<file path="src/rtl/cp0_exc_unit.sv">
// cp0_exc_unit: MEM-stage coprocessor 0 that takes traps, handles eret and services mfc0/mtc0.
// Ports: Clk/Rst (sync, active-high) clock and reset; ExcCode_M, PC_M, BD_M, Valid_M, Eret_M
// describe the M-stage instruction; HWInt are level interrupt lines; CP0_We/CP0_Addr/CP0_WData
// are the mtc0 write port; CP0_RData is the combinational mfc0 read; EPC_Out is the eret target;
// Handler_Addr is the trap entry; ActivateCP0 flags trap entry, CoolCP0 flags eret commit.
// Optional: define CP0_COUNT_EN to add Count (reg 9) and Compare (reg 11) with a timer
// interrupt on HWInt[5]. Cause is read-only to software; only hardware updates its fields.
module cp0_exc_unit #(
  parameter logic [31:0] PRID_VAL = 32'h0000_4255,
  parameter logic [31:0] HANDLER_ADDR = 32'h0000_4180
) (
  input  logic        Clk,
  input  logic        Rst,
  input  logic [4:0]  ExcCode_M,
  input  logic [31:0] PC_M,
  input  logic        BD_M,
  input  logic        Valid_M,
  input  logic        Eret_M,
  input  logic [5:0]  HWInt,
  input  logic        CP0_We,
  input  logic [4:0]  CP0_Addr,
  input  logic [31:0] CP0_WData,
  output logic [31:0] CP0_RData,
  output logic [31:0] EPC_Out,
  output logic [31:0] Handler_Addr,
  output logic        ActivateCP0,
  output logic        CoolCP0
);
  logic [5:0]  im, ip, hw;
  logic        exl, ie, bd;
  logic [4:0]  exc;
  logic [31:0] epc, epc_trap, sr_val, cause_val, ext_rd;
  logic        int_req, exc_req, wr;
`ifdef CP0_COUNT_EN
  logic [31:0] count, compare;
  logic        ti;
  assign hw = HWInt | {ti, 5'b0};
  assign ext_rd = CP0_Addr == 5'd9 ? count : CP0_Addr == 5'd11 ? compare : 32'd0;
  always_ff @(posedge Clk) begin
    if (Rst) begin
      count <= 32'd0;
      compare <= 32'd0;
      ti <= 1'b0;
    end else begin
      count <= (wr && CP0_Addr == 5'd9) ? CP0_WData : count + 32'd1;
      if (wr && CP0_Addr == 5'd11) begin
        compare <= CP0_WData;
        ti <= 1'b0;
      end else if (count == compare) ti <= 1'b1;
    end
  end
`else
  assign hw = HWInt;
  assign ext_rd = 32'd0;
`endif
  assign int_req = |(hw & im) & ie & ~exl & Valid_M;
  assign exc_req = (ExcCode_M != 5'd0) & ~exl & Valid_M;
  assign ActivateCP0 = ~Rst & (int_req | exc_req);
  assign CoolCP0 = ~Rst & Eret_M & Valid_M & ~ActivateCP0;
  // a trap entering this cycle swallows any coincident mtc0
  assign wr = CP0_We & ~ActivateCP0;
  assign epc_trap = (BD_M ? PC_M - 32'd4 : PC_M) & ~32'd3;
  assign sr_val = {16'd0, im, 8'd0, exl, ie};
  assign cause_val = {bd, 15'd0, ip, 3'd0, exc, 2'd0};
  assign EPC_Out = epc;
  assign Handler_Addr = HANDLER_ADDR;
  always_comb begin
    CP0_RData = CP0_Addr == 5'd12 ? sr_val :
                CP0_Addr == 5'd13 ? cause_val :
                CP0_Addr == 5'd14 ? epc :
                CP0_Addr == 5'd15 ? PRID_VAL : ext_rd;
  end
  always_ff @(posedge Clk) begin
    if (Rst) begin
      im <= 6'd0;
      exl <= 1'b0;
      ie <= 1'b0;
      bd <= 1'b0;
      ip <= 6'd0;
      exc <= 5'd0;
      epc <= 32'd0;
    end else begin
      ip <= hw;
      if (ActivateCP0) begin
        exl <= 1'b1;
        bd <= BD_M;
        exc <= int_req ? 5'd0 : ExcCode_M;
        epc <= epc_trap;
      end else begin
        if (wr && CP0_Addr == 5'd12) begin
          im <= CP0_WData[15:10];
          ie <= CP0_WData[0];
        end
        // eret's EXL clear outranks a same-cycle mtc0 to SR
        if (CoolCP0) exl <= 1'b0;
        else if (wr && CP0_Addr == 5'd12) exl <= CP0_WData[1];
        if (wr && CP0_Addr == 5'd14) epc <= CP0_WData & ~32'd3;
      end
    end
  end
endmodule

</file>
<file path="config.mk">
export PLATFORM = sky130hd
export DESIGN_NAME = cp0_exc_unit
export DESIGN_NICKNAME = d
export VERILOG_FILES = /design/src/rtl/cp0_exc_unit.sv
export SDC_FILE = /design/constraint.sdc
export NUM_CORES = 1
export LEC_CHECK = 0
export BUFFER_PORTS_ARGS = -buffer_cell sky130_fd_sc_hd__buf_2
export CORE_ASPECT_RATIO = 1.4
export CORE_UTILIZATION = 47
export DETAILED_ROUTE_END_ITERATION = 16
export PLACE_DENSITY = 0.82
export SETUP_SLACK_MARGIN = 0.02
export SLEW_MARGIN = 20
export SYNTH_ARGS = -nofsm -noshare
export SYNTH_HDL_FRONTEND = slang
export SYNTH_SLANG_ARGS = --single-unit
</file>
<file path="constraint.sdc">
create_clock -name Clk -period 2.3 [get_ports Clk]
set_input_delay 0.115 -clock Clk [delete_from_list [all_inputs] [get_ports Clk]]
set_output_delay 0.115 -clock Clk [all_outputs]
set_load 0.02 [all_outputs]
</file>
# == Yosys cells after proc, flatten, opt, wreduce, memory -nomap -nowiden ==
# Index checks and enable logic that the tools add are counted.
# word_totals
register_bits,50
out_inout_bits,98
# classes
addsub,1
n_eq_ne,4
muxes,11
bitwise,15
reduce_logical,7
# ops
operator,count
$mux W32,6
$sub A32 B3 Y32 const B,1
$eq A5 B4 Y1 const B,4
$mux W15,1
$and A1 B1 Y1,10
$and A6 B6 Y6,1
$reduce_or A6 Y1,1
$mux W5,1
$reduce_bool A5 Y1,1
$mux W1,3
$not A1 Y1,3
$reduce_bool A3 Y1,1
$logic_and A1 B1 Y1,2
$reduce_and A2 Y1,1
$reduce_bool A2 Y1,1
$or A1 B1 Y1,1

# == Longest topological paths before layout ==
# Gate-level depths: netlist of the first run.
# depth
ltp_word,13
mapped_depth,7
depth_no_buf,6

# == Worst setup path before layout of the first run ==
# Ideal clock, no wire load.
# synth_timing
kind,register -> output
start,register im[2]
end,output CoolCP0
arrival_ns,1.914
setup_slack_ns,0.271
stages_incl_launch_ff,6
cell_sequence,dfxtp_1 a22o_1 o311ai_1 nand2_1 clkbuf_1 nor3_1
# synth_via
elab_chain_cells,9
# synth_rtl
item,line,text
start: declaration,29,"logic [5:0] im, ip, hw;"
start signal: assignment,91,im <= CP0_WData[15:10];
$and A6 B6 Y6,56,assign int_req = |(hw & im) & ie & ~exl & Valid_M;
$reduce_or A6 Y1,56,
$and A1 B1 Y1 (3 in a row),56,
$or A1 B1 Y1,58,assign ActivateCP0 = ~Rst & (int_req | exc_req);
$and A1 B1 Y1,58,
$not A1 Y1 (no line),-,
$and A1 B1 Y1,59,assign CoolCP0 = ~Rst & Eret_M & Valid_M & ~ActivateCP0;
end: declaration,27,output logic CoolCP0
# Every way passes these cells.

# == Worst setup path in the final report of the first run ==
# layout_timing
start,register im[0]
end,output ActivateCP0
# layout_via
elab_chain_cells,7
# layout_rtl
item,line,text
$and A6 B6 Y6,56,
$reduce_or A6 Y1,56,
$and A1 B1 Y1 (3 in a row),56,
$or A1 B1 Y1,58,
$and A1 B1 Y1,58,
end: declaration,26,"output logic ActivateCP0,"
# Every way passes these cells.

==> results of run 1 <==
worst register-to-register path, cell delays in order (launching register included):
cell and delay [ns]:
dfxtp_1 0.33, a22o_1 0.27, o311a_1 0.39, buf_12 0.19, nor3_4 0.46, mux2i_1 0.27
flip-flops by register name (all words and copies together) (netlist names):
register	count
EPC_Out	30
bd	1
exc	5
exl	1
ie	1
im	6
ip	6
power breakdown:
part           total [uW]  switching (uW)  internal, uW
logic                 570             367           203
registers             976            47.2           928
clock network         650             323           327
layer usage:
layer  vias up  GRT usage, %  routed length, um
met5         -             0                  0
met4         0          12.6                406
met3        28          3.43                803
met2       231          50.6               5890
met1      1900          33.2               4560
li1       1899             -                  -
per-stage QoR:
| stage | setup slack (ns) | hold WS (ns) | cells |
|---|---|---|---|
| after global placement | 0.409 | 0.342 | 664 |
| after detailed placement | 0.323 | 0.350 | 664 |
| after floorplan | 0.271 | 0.243 | 479 |
| after CTS | 0.305 | 0.0310 | 672 |
| after global routing | 0.224 | 0.0597 | 672 |
| final | 0.300 | 0.0313 | 672 |
layout make-up:
cell class | count | share of cell area, %
clock inverters | 3 | 0.987
inverters | 3 | 0.254
repair buffers | 162 | 19.4
well taps | 97 | 2.74
flip-flops and latches | 50 | 22.6
clock buffers | 5 | 1.55
multi-input cells | 352 | 52.5
cells by family (layout without fill, tap and decap cells):
family	count (synthesis)	count (layout)	share of synthesized area [%]
xor+xnor	15	15	3.61
other cells	2	34	0.206
flops	50	50	27.5
fa+ha+maj	1	1	0.344
compound gates	108	108	22.2
buf+inv	77	173	11.8
mux	15	15	4.13
simple gates	179	179	30.1
worst max-delay path by stage:
stage | start | to | slack (ns)
final | im[0]$_SDFFE_PP0P_ | ActivateCP0 | 0.30
after global placement | ExcCode_M[1] | im[1]$_SDFFE_PP0P_ | 0.41
after floorplan | im[2]$_SDFFE_PP0P_ | CoolCP0 | 0.27
after global routing | exl$_SDFFE_PP0P_ | ActivateCP0 | 0.22
after detailed placement | ExcCode_M[1] | im[5]$_SDFFE_PP0P_ | 0.32
after CTS | im[0]$_SDFFE_PP0P_ | ActivateCP0 | 0.30
cells in the mapped netlist (3+ instances only):
library cell,count,share of area [%]
nand4_1,5,0.86
nand3_1,10,1.4
clkbuf_1,36,3.7
inv_1,3,0.31
or3_1,8,1.4
xor2_1,8,1.9
and3_1,47,8.1
nor3_1,9,1.2
mux2i_1,15,4.1
nand4b_1,5,1.2
dfxtp_1,50,28
nand2_1,13,1.3
a311oi_1,13,3.1
or4_1,10,2.1
xnor2_1,7,1.7
a22o_1,3,0.72
nor2_1,26,2.7
nor4_1,6,1.0
a211oi_1,17,3.5
a21oi_1,13,1.8
a2111oi_0,29,7.0
o31ai_1,9,1.9
o21ai_0,11,1.5
nand2b_1,15,2.6
nor2b_1,12,2.1
buf_4,35,7.2
a22oi_1,3,0.62
layout by cell type, fill, tap and decap left out, drive strengths merged, types with 15 or more instances in the layout:
cell     instances
mux2i           15
buf            162
a2111oi         29
and3            47
a211oi          17
dfxtp           50
nand2b          15
conb            34
nor2            26
==> results.cfg, run 1 <==
[drt]
drt-wirelength-per-cell_um = 17.3
wl_mm = 11.7
firstDrtPassIters = 5
drc = 0
via_per_inst = 6.04
drt_iter0_drc = 289
vias = 4058
ant_nets = 0

[flow_run]
cap_violations = 0

[critical_path]
path_delay_family = compound AO/OA/AOI/OAI gates
slowest_delay_ns = 0.39
r2r_cells = 5
reg2reg_from = im[0]$_SDFFE_PP0P_
worstSetupPathType = register to output port
critPathRequiredTime_ns = 2.18
crit_buf_inv = 2
rrSetupSlack_ns = 0.33
critical_path_arrival_ns = 1.89
worstSetupEndpointType = output port
reg2reg_to = im[5]$_SDFFE_PP0P_
worstSetupPathDepth = 6
cpMaxStageDelayCell = o311a_1
cp_cell_sequence = a22o_1 > o311a_1 > buf_12 > nor2_1 > nor2_1 > buf_2
cpMostUsedCell = nor2_1
path_max_fanout = 35
cp-start-kind = register

[cts]
cts_max_level = 2
postCtsSetupBuffers = 0
clock_path_buffers = 2
clockRootBuffer = clkbuf_8
cts_tree = done
clock_latency_ns = 0.31
postCtsHoldBufs = 0
clock-sinks = 50
cts_buffers = 5
cts_resized = 0
clkTransAtPathRegs_ns = 0.10

[min_path]
hp-start = HWInt[0]
holdPathStages = 2
hold_end = ip[0]$_SDFF_PP0_
hp-class = input port to register

[die]
start_util_pct = 49.1
die_h_um = 106
design.die.area_um2 = 8110
rows = 37
core_um2 = 7410
dieWidth_um = 76.4
io_pins = 184

[yosys]
synthesis.instances = 447
synth-seq-area-share_pct = 27.5
ys_seq_elements = 50
avgSynthCellArea_um2 = 8.14
synth.distinct_cells = 50
synth_flop_cell = dfxtp_1
yosysWarnings = 0
synth_area_um2 = 3640
synth_edf_count = 0
async_flop_share_pct = 0

[pwr]
leakage_uw = 0.00206
irDropWorstVdd_uv = 272
powerDensity_nw_per_um2 = 495
power.total_uw = 2200

[final_layout]
regArea_um2 = 1000
antenna_cells = 0
area_delta_synth_final_pct = 21.9
drive_above_1_share_pct = 30.8
nets = 661
fillCellCount = 691
finish.instance_area_um2 = 4440
fin_util_pct = 59.9
multi_input_area_um2 = 2330

[place]
dp_hpwl_mm = 8.67
io_buffers = 147
dpl_cell_area_um2 = 4320
globalplace.congestion = 0.892

[timing]
hold_viol = 0
fin_crit_ns = 2.00
finalCritPeriodShare_pct = 87.0
max_slew.worst_pin.slew_ns = 0.664
slew_headroom_pct = 55.7
finClkSkew_ns = 0.0170
setup_viol_count_final = 0
maxSlewViolCount = 0
rsz0062_at_grt = false
maxClockFrequency_ghz = 0.500
setup_tns_ns = 0

[status]
status = completed

[global_routing]
grtUsageTotal_pct = 28.2
antenna_found_initial = 0
overflow = 0
grt_pass1_vias = 3732
grt_max_degree = 41
grt_pass1_wl_mm = 18.6
Power figures use the tool's default switching activity.
==> run 2: changes to the inputs <==
--- a/config.mk
+++ b/config.mk
@@ -7,10 +7,11 @@
 export LEC_CHECK = 0
 export BUFFER_PORTS_ARGS = -buffer_cell sky130_fd_sc_hd__buf_2
 export CORE_ASPECT_RATIO = 1.4
+export CORE_MARGIN = 8
 export CORE_UTILIZATION = 47
 export DETAILED_ROUTE_END_ITERATION = 16
 export PLACE_DENSITY = 0.82
-export SETUP_SLACK_MARGIN = 0.02
+export SETUP_SLACK_MARGIN = 0.3
 export SLEW_MARGIN = 20
 export SYNTH_ARGS = -nofsm -noshare
 export SYNTH_HDL_FRONTEND = slang
==> run 2 against run 1 <==
Net effect:
- clock power shrank 15%
- maximum frequency shrank 0.46%
- global-route usage shrank 6.3 points
==> results.cfg, run 2 (synthesis results as in run 1) <==
[global_routing]
grt_pass1_vias = 4056
antenna_found_initial = 0
grtUsageTotal_pct = 21.9
overflow = 0
grt_pass1_wl_mm = 20.0
grt_max_degree = 45

[timing]
hold_viol = 0
setup_tns_ns = 0
finClkSkew_ns = 0.0172
maxSlewViolCount = 0
rsz0062_at_grt = true
finalCritPeriodShare_pct = 87.4
max_slew.worst_pin.slew_ns = 0.734
fin_crit_ns = 2.01
slew_headroom_pct = 51.1
setup_viol_count_final = 0
maxClockFrequency_ghz = 0.498

[die]
rows = 38
design.die.area_um2 = 10900
io_pins = 184
core_um2 = 7650
die_h_um = 120
dieWidth_um = 90.4
start_util_pct = 47.5

[drt]
drt_iter0_drc = 329
vias = 3988
drt-wirelength-per-cell_um = 18.6
drc = 0
firstDrtPassIters = 6
wl_mm = 12.7
via_per_inst = 5.85
ant_nets = 0

[min_path]
hp-start = HWInt[3]
holdPathStages = 2
hp-class = input port to register
hold_end = ip[3]$_SDFF_PP0_

[critical_path]
critPathLaunch = im[2]$_SDFFE_PP0P_
critical_path_arrival_ns = 2.19
r2r_cells = 6
reg2reg_to = EPC_Out[19]$_SDFFE_PP0P_
reg2reg_from = im[2]$_SDFFE_PP0P_
worstSetupEndpointType = register
critPathRequiredTime_ns = 2.48
path_max_fanout = 8
rrSetupSlack_ns = 0.29
worstSetupPathType = register to register
cp-start-kind = register

[pwr]
powerDensity_nw_per_um2 = 464
leakage_uw = 0.00211
irDropWorstVdd_uv = 357
power.total_uw = 2130

[cts]
cts_max_level = 2
clock_latency_ns = 0.31
clockRootBuffer = clkbuf_8
clock-sinks = 50
postCtsHoldBufs = 0
cts_tree = done
clkTransAtPathRegs_ns = 0.11
clock_path_buffers = 2
cts_buffers = 5

[flow_run]
cap_violations = 0

[status]
status = completed

[final_layout]
antenna_cells = 0
final_common_cell = buf_2
area_delta_synth_final_pct = 26.0
layout_common_cells = buf_2 (145), and3_1 (47), dfxtp_1 (46)
largest_reg_flops = 30
nets = 668
drive_above_1_share_pct = 34.7

[place]
globalplace.congestion = 0.865
dp_hpwl_mm = 9.71
io_buffers = 147
==> run 2: worst max-delay path by stage <==
stage                               endpoint  slack (ns)  depth (start not counted)
global route                         CoolCP0        0.24                          7
detailed placement  EPC_Out[24]$_SDFFE_PP0P_        0.24                          5
global placement     EPC_Out[8]$_SDFFE_PP0P_        0.32                          5
floorplan                            CoolCP0        0.43                          5
CTS                              ActivateCP0        0.31                          6
finish              EPC_Out[19]$_SDFFE_PP0P_        0.29                          6
==> run 2: per-layer routing <==
metal / track usage (%) / wire (um)
met1: 24.7 / 5010
met4: 9.72 / 401
met3: 4.25 / 819
met2: 38.9 / 6440
met5: 0 / 0
==> run 2: area by class of cell <==
cell class                 instances  area, um2
clock buffer                       5       68.8
clock inverter                     3       28.8
fill                             716       3070
inverter                           3       11.3
multi-input combinational        352       2430
sequential                        50       1010
tap                              100        125
timing repair buffer             169        910
==> run 2: critical path, cell delays in order (launching register included) <==
cell and delay [ns]:
dfxtp_2 0.35, a22o_4 0.27, o311a_4 0.39, buf_4 0.17, buf_4 0.17, a2111oi_0 0.42, a311oi_1 0.11
==> run 2: report_power, final <==
part	switching (uW)	internal, uW	leakage, uW
Combinational	378	218	0.00165
Clock	329	226	0.0000502
Sequential	49.7	929	0.000415
Total	756	1370	0.00211
==> run 2: per-stage QoR <==
step / instances / setup slack (ns) / hold WS [ns] / utilization (%) / cell area [um2]
6_report: 682 / 0.290 / 0.0257 / 59.9 / 4580
3_3_place_gp: 668 / 0.319 / 0.341 / 56.5 / 4330
3_5_place_dp: 668 / 0.238 / 0.351 / 56.5 / 4330
2_1_floorplan: 479 / 0.433 / 0.243 / - / 3760
4_1_cts: 678 / 0.313 / 0.0162 / 58.2 / 4450
5_1_grt: 682 / 0.240 / 0.0288 / 59.9 / 4580
==> run 2: timing repair <==
item / in CTS / in global routing
endpoints found under the hold margin: 0 / 0
setup endpoints to repair: 20 / 18
gates resized for setup: 3 / 33
buffers inserted: 2 / 4
pin swaps: 1 / 4
==> run 3: changes to the inputs <==
--- a/config.mk
+++ b/config.mk
@@ -5,6 +5,7 @@
 export SDC_FILE = /design/constraint.sdc
 export NUM_CORES = 1
 export LEC_CHECK = 0
+export ABC_AREA = 1
 export BUFFER_PORTS_ARGS = -buffer_cell sky130_fd_sc_hd__buf_2
 export CORE_ASPECT_RATIO = 1.4
 export CORE_MARGIN = 8
==> run 3 against run 2 <==
Net effect:
- critical path depth rose by 2
- cell count rose by 21%
- maximum frequency rose by 11%
- sequential share of layout area rose by 0.65 points
- hold slack got worse by 0.0085 ns
- clock power rose by 14%
- first-iteration DRC count fell by 16%
- largest cell class unchanged
==> results.cfg, run 3 <==
[status]
status = completed

[die]
io_pins = 184
core_um2 = 7650
design.die.area_um2 = 10900
die_h_um = 121
start_util_pct = 47.9
dieWidth_um = 90.7
rows = 38

[pwr]
powerDensity_nw_per_um2 = 482
pwr-share-seq_pct = 45.0
leakage_uw = 0.00225
power_frac_comb_pct = 25.4
p_sw_uw = 691
irDropWorstVdd_uv = 268
swShare_pct = 32.4
power.share.clock_pct = 29.6
internal_power_uw = 1440

[drt]
vias = 4101
drt_iter0_drc = 278
via_per_inst = 4.98
wl_mm = 12.0
ant_nets = 0
firstDrtPassIters = 5
drc = 0
drt-wirelength-per-cell_um = 14.6

[critical_path]
cpMaxStageDelayCell = dfxtp_1
cp-start-kind = register
cpMostUsedCell = nand2_1
slowest_delay_ns = 0.36
critical_path_arrival_ns = 1.70
critPathLaunch = im[1]$_SDFFE_PP0P_
path_delay_family = buffers and inverters
cp_cell_sequence = nand2_1 > nand2_1 > nor2_1 > nand3_1 > nand2_4 > a21oi_4 > buf_6 > buf_2
worstSetupEndpointType = output port
critPathRequiredTime_ns = 2.18
worstSetupPathType = register to output port
crit_buf_inv = 2
reg2reg_from = im[1]$_SDFFE_PP0P_
path_max_fanout = 34

[yosys]
ys_seq_elements = 50
synthesis.instances = 585
synth_common_cells = nand2_1 (157), nor2_1 (81), inv_1 (61)
synth.most_common_cell = nand2_1
synth.distinct_cells = 43
synth_top_area_share_pct = 27.3
avgSynthCellArea_um2 = 6.27
synth_area_um2 = 3670
synth-seq-area-share_pct = 27.3
async_flop_share_pct = 0
yosysWarnings = 0
synth_area_leader_cell = dfxtp_1
synth_area_leaders = dfxtp_1 (27%), nand2_1 (16%), nor2_1 (8.3%)
synth_flop_cell = dfxtp_1
synth_edf_count = 0

[cts]
clock-sinks = 50
cts_max_level = 2
cts_tree = done
clkTransAtPathRegs_ns = 0.09
clockRootBuffer = clkbuf_8
cts_buffers = 5
clock_latency_ns = 0.31
clock_path_buffers = 2
postCtsHoldBufs = 0

[global_routing]
met2_usage_pct = 40.1
grt_max_degree = 37
grt_util_met1_pct = 23.2
grtUsageTotal_pct = 21.4
use_met3_pct = 4.47
grt.busiest_layer = met2
antenna_found_initial = 0
overflow = 0
grt_pass1_wl_mm = 19.4
grt_pass1_vias = 4105

[final_layout]
drive_above_1_share_pct = 26.6
final_common_cell = nand2_1
area_delta_synth_final_pct = 20.8
nets = 810
stdcell_count = 823
antenna_cells = 0
layout_common_cells = nand2_1 (157), buf_2 (147), nor2_1 (81)
largest_reg_flops = 30

[timing]
max_slew.worst_pin.slew_ns = 0.502
holdWs_ns = 0.0172
setup_viol_count_final = 0
finalCritPeriodShare_pct = 78.8
fin_crit_ns = 1.81
slew_headroom_pct = 66.5
rsz0062_at_grt = false
maxSlewViolCount = 0
maxClockFrequency_ghz = 0.552
setup_tns_ns = 0
hold_viol = 0
finClkSkew_ns = 0.00606

[flow_run]
cap_violations = 0

[min_path]
hp-class = input port to register
hp-start = HWInt[5]

[place]
dp_hpwl_mm = 9.66
globalplace.congestion = 0.913
place_inst = 815
io_buffers = 147
-- run 3: metal layers --
layer | up-vias | share of wire [%]
met5 | - | 0
met4 | 0 | 2.5
met3 | 28 | 7.1
met2 | 183 | 53
met1 | 1845 | 38
li1 | 2045 | -
-- run 3: path summary, 6_finish.rpt --
| path | to | slack, ns | cells past startpoint |
|---|---|---|---|
| worst max-delay path | ActivateCP0 | 0.49 | 8 |
| worst min-delay path | ip[5]$_SDFF_PP0_ | 0.02 | 3 |
| worst max register to register | EPC_Out[28]$_SDFFE_PP0P_ | 0.53 | 11 |
| worst min register to register | exc[4]$_SDFFE_PP0P_ | 0.48 | 2 |
-- run 3: area by class of cell --
class	instances	area (um2)
Fill cell	810	3220
Multi-Input combinational cell	448	2170
Sequential cell	50	1000
Tap cell	100	125
Clock inverter	1	30.0
Timing Repair Buffer	151	769
Clock buffer	6	82.6
Inverter	67	256
-- run 3: logic make-up after synthesis --
family | count (synthesis) | share of synthesized area, %
adders and majority gates | 1 | 0.341
and+or+nand+nor | 310 | 37.7
buffers and inverters | 120 | 17.3
AOI/OAI and AO/OA | 84 | 12.9
xor gates and xnor gates | 18 | 4.30
DFF | 50 | 27.3
other | 2 | 0.205
-- run 3: through the flow --
step	total power (uW)	instance area, um2	worst slack (ns)	utilization (%)
detailed placement	1510	4300	0.373	56.2
global route	2240	4430	0.358	57.9
global placement	1500	4300	0.471	56.2
CTS	2130	4420	0.382	57.7
floorplan	1350	3790	0.910	-
finish	2140	4430	0.488	57.9
-- run 3: what timing repair did --
item                                    4_1_cts  5_1_grt
endpoints found under the setup margin        0        3
gates resized for setup                       0        1
buffers inserted                              0        0
-- run 3: worst min-delay path, stage by stage --
cell	delay, ns
buf_2	0.11
inv_1	0.04
nor2_1	0.03
-- run 3: power by group through the flow --
stage | sequential (uW) | clock [uW] | combinational, uW
6_report | 962 | 632 | 542
5_1_grt | 967 | 673 | 598
4_1_cts | 960 | 640 | 532
3_5_place_dp | 980 | 0 | 530
3_3_place_gp | 979 | 0 | 521
2_1_floorplan | 1020 | 0 | 334
